[config.mk]
export PLATFORM = sky130hd
export DESIGN_NAME = alu_exec_unit
export DESIGN_NICKNAME = d
export VERILOG_FILES = /design/src/rtl/alu_exec_unit.sv
export SDC_FILE = /design/constraint.sdc
export NUM_CORES = 1
export LEC_CHECK = 0
export ABC_AREA = 1
export BUFFER_PORTS_ARGS = -buffer_cell sky130_fd_sc_hd__clkbuf_2
export CAP_MARGIN = 10
export CELL_PAD_IN_SITES_DETAIL_PLACEMENT = 0
export CELL_PAD_IN_SITES_GLOBAL_PLACEMENT = 1
export CORE_ASPECT_RATIO = 0.7
export CORE_UTILIZATION = 42
export CTS_CLUSTER_DIAMETER = 60
export CTS_CLUSTER_SIZE = 30
export DETAILED_ROUTE_END_ITERATION = 8
export PLACE_DENSITY = 0.94
export SLEW_MARGIN = 20
export SYNTH_ARGS = -nofsm -noshare
export SYNTH_HDL_FRONTEND = slang
export SYNTH_SLANG_ARGS = --single-unit
[constraint.sdc]
create_clock -name clk -period 2.3 [get_ports clk]
set_input_delay 0.115 -clock clk [delete_from_list [all_inputs] [get_ports clk]]
set_output_delay 0.115 -clock clk [all_outputs]
set_load 0.05 [all_outputs]
[src/rtl/alu_exec_unit.sv]
// Execute-stage ALU. Logic/arithmetic ops finish in one cycle. Shifts move one
// bit per cycle under a start/busy/done handshake, so the multi-cycle
// controller can stall on busy while a shift is in flight.
module alu_exec_unit #(
  parameter int WIDTH = 32
) (
  input  logic             clk,
  input  logic             reset,
  input  logic             start,
  input  logic [3:0]       alu_ctl,
  input  logic [WIDTH-1:0] a,
  input  logic [WIDTH-1:0] b,
  input  logic [4:0]       shamt,
  output logic [WIDTH-1:0] result,
  output logic             zero,
  output logic             busy,
  output logic             done
);

  localparam logic [0:0] IDLE  = 1'b0;
  localparam logic [0:0] SHIFT = 1'b1;

  localparam logic [3:0] OP_AND = 4'b0000;
  localparam logic [3:0] OP_OR  = 4'b0001;
  localparam logic [3:0] OP_ADD = 4'b0010;
  localparam logic [3:0] OP_SUB = 4'b0110;
  localparam logic [3:0] OP_SLT = 4'b0111;
  localparam logic [3:0] OP_SRL = 4'b1110;
  localparam logic [3:0] OP_SLL = 4'b1111;

  logic [0:0]       state;
  logic [WIDTH-1:0] work;     // partially shifted value
  logic [4:0]       cnt;      // single-bit shifts still to do
  logic             dir_l;    // latched direction: 1 = left

  logic [WIDTH-1:0] op_res;   // one-cycle op result from live inputs
  logic             is_shift;
  logic             is_left;
  logic [WIDTH-1:0] b_sh1;    // first shift step, done at the accepting edge
  logic [WIDTH-1:0] w_sh1;    // next shift step during SHIFT

  assign busy = (state == SHIFT);

  // Single-cycle operation result and first shift step from the request.
  always_comb begin
    op_res   = '0;
    is_shift = (alu_ctl == OP_SLL) || (alu_ctl == OP_SRL);
    is_left  = (alu_ctl == OP_SLL);
    b_sh1    = is_left ? (b << 1) : (b >> 1);
    w_sh1    = dir_l ? (work << 1) : (work >> 1);
    case (alu_ctl)
      OP_ADD: op_res = a + b;
      OP_SUB: op_res = a - b;
      OP_AND: op_res = a & b;
      OP_OR:  op_res = a | b;
      OP_SLT: op_res = ($signed(a) < $signed(b)) ? WIDTH'(1) : '0;
      default: op_res = '0;
    endcase
  end

  // Request acceptance, shift iteration and result/zero/done registration.
  always_ff @(posedge clk) begin
    if (reset) begin
      state  <= IDLE;
      result <= '0;
      zero   <= 1'b1;
      done   <= 1'b0;
      work   <= '0;
      cnt    <= '0;
      dir_l  <= 1'b0;
    end else begin
      done <= 1'b0;
      case (state)
        IDLE: begin
          if (start) begin
            if (!is_shift) begin
              result <= op_res;
              zero   <= (op_res == '0);
              done   <= 1'b1;
            end else if (shamt == 5'd0) begin
              result <= b;
              zero   <= (b == '0);
              done   <= 1'b1;
            end else if (shamt == 5'd1) begin
              // One step total: it completes at the accepting edge.
              result <= b_sh1;
              zero   <= (b_sh1 == '0);
              done   <= 1'b1;
            end else begin
              work  <= b_sh1;
              cnt   <= shamt - 5'd1;
              dir_l <= is_left;
              state <= SHIFT;
            end
          end
        end
        SHIFT: begin
          cnt <= cnt - 5'd1;
          if (cnt == 5'd1) begin
            result <= w_sh1;
            zero   <= (w_sh1 == '0);
            done   <= 1'b1;
            state  <= IDLE;
          end else begin
            work <= w_sh1;
          end
        end
        default: state <= IDLE;
      endcase
    end
  end

endmodule

==> reports/results.tsv <==
stage	metric	value	unit
min_path	hold-path-cell-count	2	
pwr	vdd_drop_max	0.4217	mV
clock_network	sink_count_of_the_clock_tree	73	
synth	synth_cell_type_count	45	
critical_path	path_max_fanout	3	
global_route	grt_max_degree	67	
global_route	grt_most_used_layer	met2	
global_route	grt.met1_usage	45.51	%
critical_path	worst_setup_path_start_kind	input port	
timing	hold_violations	0	
critical_path	endpoint_of_the_worst_register_to_register_path	zero	
global_route	grt_overflow_total	0	
clock_network	cts-buffers-inserted	9	
clock_network	cts.root.buffer_cell	clkbuf_16	
floorplan	die_y	136.7	um
critical_path	critPathMostFrequentCell	nand2_1	
floorplan	placement_rows	48	
synth	mappedNetlistArea	10880	um2
run_status	run_status	complete, but fails checks	
global_route	grt_use_total	33.60	%
finish	final_area	16010	um2
finish	finalNetCount	2568	
global_route	grt_util_met2	52.50	%
floorplan	die_w	194.4	um
clock_network	ctsHtreeMaxLevel	3	
finish	drive_above_1_share	34.37	%
synth	synth_top_area_share	18.62	%
timing	finalCritPeriodShare	102.2	%
critical_path	crit_family	simple AND/OR/NAND/NOR gates	
critical_path	crit_path_end_kind	register	
routing	final_antenna_net_count	0	
clock_network	clkSlewWorstSetupHoldPaths	0.06	ns
placed_design	port-buffer-count	110	
clock_network	clock_tree.buffer_depth	2	
global_route	first_global_vias	13560	
critical_path	r2r_cells	10	
placed_design	placedInstanceArea	14230	um2
critical_path	crit_chain	clkbuf_2 > inv_1 > ha_4 > nand2_1 > nand2_2 > nand3_1 > nand2_2 > nand2_1 > nand2_2 > nand3_1 > nand2_2 > nand2_1 > nand2_1 > nor2_1 > nor2_1 > buf_4 > nand2_1 > nor2_2 > nand3_1 > nand2_1 > nand2_1 > nand2_1 > nand2_1 > nand2_1	
floorplan	initial_util	43.46	%
pwr	power_per_cell_area	405.6	nW/um2
synth	most_used_standard_cell_by_instance_count_after_synthesis	nand2_1	
routing	finalWirelength	48000	um
timing	final-setup-viol-count	1	
routing	drtIter0Drc	1873	
timing	rsz0062_at_grt	true	
clock_network	insertion_delay	0.34	ns
synth	mappedNetlistNets	2151	
global_route	met3_usage	7.516	%
placed_design	dp.final_hpwl	37860	um
timing	final.setup_skew	0.008730	ns
clock_network	tritoncts	done	
timing	timing.final.max_slew_violations	0	
critical_path	critPathKind	input port to register	
timing	clock.fmax	425.6	MHz
pwr	p_leak	8.190	nW
finish	synthToLayoutAreaGrowth	47.09	%
floorplan	die_area	26570	um2
min_path	worst_min_path_start	reset	
synth	synth_seq_cells	73	
routing	drt_pre_antenna_iters	6	
synth	netlist_top_cells_area	nand2_1, dfxtp_1, ha_1	
finish	final_cell_count_no_fill	2706	
synth	synth_common_cells	nand2_1, inv_1, o21ai_0, nor2_1, nand3_1	
synth	synth-edff-count	0	
routing	avg_wl_per_cell	17.74	um
synth	async_flop_share	0	%
critical_path	worst_path_max_delay_cell	ha_4	
timing	finalWorstSetupSlack	-0.04951	ns
critical_path	r2r_start	dir_l	
timing	worst_pin_slew	0.8361	ns
run_status	violations	setup timing	
min_path	whs_endpoint	result[31]	
global_route	global_route_wire_length_before_repair	70280	um
placed_design	globalplace.congestion	1.102	
synth	synth_warnings	0	
synth	yosysTopAreaCell	nand2_1	
timing	slew_headroom	43.75	%
synth	synth.yosys.seq_area_share	13.43	%
job	maxCapViolCount	0	
synth	synthesis.area_per_instance	5.558	um2
critical_path	worstPathRequired	2.58	ns
critical_path	cp_data_arrival_time	2.63	ns
synth	synthFlopType	dfxtp_1	
min_path	hold_path.class	input port to register	
critical_path	crit_path_buffers_inverters	3	
timing	timing.hold.ws	0.09935	ns
routing	dr_total_vias	15260	
floorplan	io_pins	111	
synth	synthCells	1958	
floorplan	core-area	25040	um2
critical_path	critPathMaxStageDelay	0.29	ns
timing	layout_min_cycle_time	2.350	ns
placed_design	dp_cells	2668	
global_route	antenna_violations_before_repair	2	
routing	via_per_inst	5.639	
critical_path	ff_to_ff_setup_slack	0.25	ns
routing	post-route-drc-count	0	
## routing by layer
metal  routed length (um)  share of wire (%)
met3                 5822                 12
met1                19710                 41
met4                 2399                5.0
met2                20060                 42
met5                   13              0.027
## layout by cell type (no fill, tap or decap), types with 10 or more instances in the layout
master / count
a21oi_1: 56
nand2_4: 10
a21oi_2: 24
inv_1: 276
nand3b_1: 14
nand4_1: 26
nor2_4: 16
nand2_2: 73
ha_4: 30
o211ai_1: 21
nand3_2: 24
inv_2: 33
or2_2: 23
a31oi_1: 45
o21ai_1: 11
buf_12: 10
nor2_1: 125
nor2_2: 48
nand3_1: 111
clkbuf_2: 101
buf_4: 361
ha_1: 83
dfxtp_1: 73
nand2_1: 463
o21ai_0: 190
o22ai_1: 18
## through the flow
step           power [mW]  setup slack (ns)  util (%)  TNS [ns]
3_3_place_gp        4.320           -0.4724     56.80    -3.480
6_report            6.492          -0.04951     63.92  -0.04951
2_1_floorplan       3.021            0.1438         -         0
4_1_cts             5.965          0.001948     58.68         0
5_1_grt             6.789           -0.1932     63.91   -0.2302
3_5_place_dp        4.372           -0.4960     56.80    -4.342
## cell families (layout without fill, tap and decap cells)
| family | Yosys count | in the layout | synth area share, % |
|---|---|---|---|
| XOR/XNOR | 2 | 2 | 0.1610 |
| AND/OR/NAND/NOR | 969 | 969 | 37.73 |
| flip-flops | 73 | 73 | 13.43 |
| other | 0 | 1 | 0 |
| AO/OA/AOI/OAI | 403 | 403 | 20.53 |
| multiplexers | 4 | 4 | 0.3679 |
| adder cells (fa/ha/maj) | 117 | 117 | 13.59 |
| buffers and inverters | 390 | 812 | 14.19 |
## state kept, by name, indices dropped and copies added, names as in the netlist
signal and count:
busy 1, cnt 5, dir_l 1, done 1, result 32, work 32
zero 1
## cell type report
cell class	count	area, um2
multi-input combinational	1495	9092
fill	2210	9036
timing repair buffer	483	3531
sequential	73	1461
inverter	313	1182
tap	325	406.6
clock buffer	12	256.5
clock inverter	4	75.07
antenna	1	2.502
## worst register-to-register path, delay by kind of cell (launching register included)
family                 cells  cell delay, ns
AND/OR/NAND/NOR            7            0.96
AO/OA/AOI/OAI              1            0.19
flip-flops                 1            0.42
buffers and inverters      2            0.44
## report_power, final
group / internal [mW] / switching, mW / leakage, nW
sequential: 1.36 / 0.0564 / 0.599
combinational: 1.39 / 2.12 / 7.44
clock: 1.01 / 0.547 / 0.155
## timing repair
item | CTS | global route
hold buffers | 0 | 0
pin swaps | 7 | 108
setup buffers | 2 | 19
endpoints found under the setup margin | 2 | 16
gates resized for setup | 40 | 326
## worst max-delay path by stage
stage | start | endpoint | slack [ns] | cells after the start
6_report | b[1] | zero | -0.05 | 24
3_3_place_gp | a[0] | zero | -0.47 | 26
5_1_grt | a[3] | zero | -0.19 | 26
2_1_floorplan | a[0] | zero | 0.14 | 24
4_1_cts | b[24] | zero | 0.002 | 21
3_5_place_dp | a[0] | zero | -0.50 | 23
No activity file was read; power rests on OpenSTA's default activity.
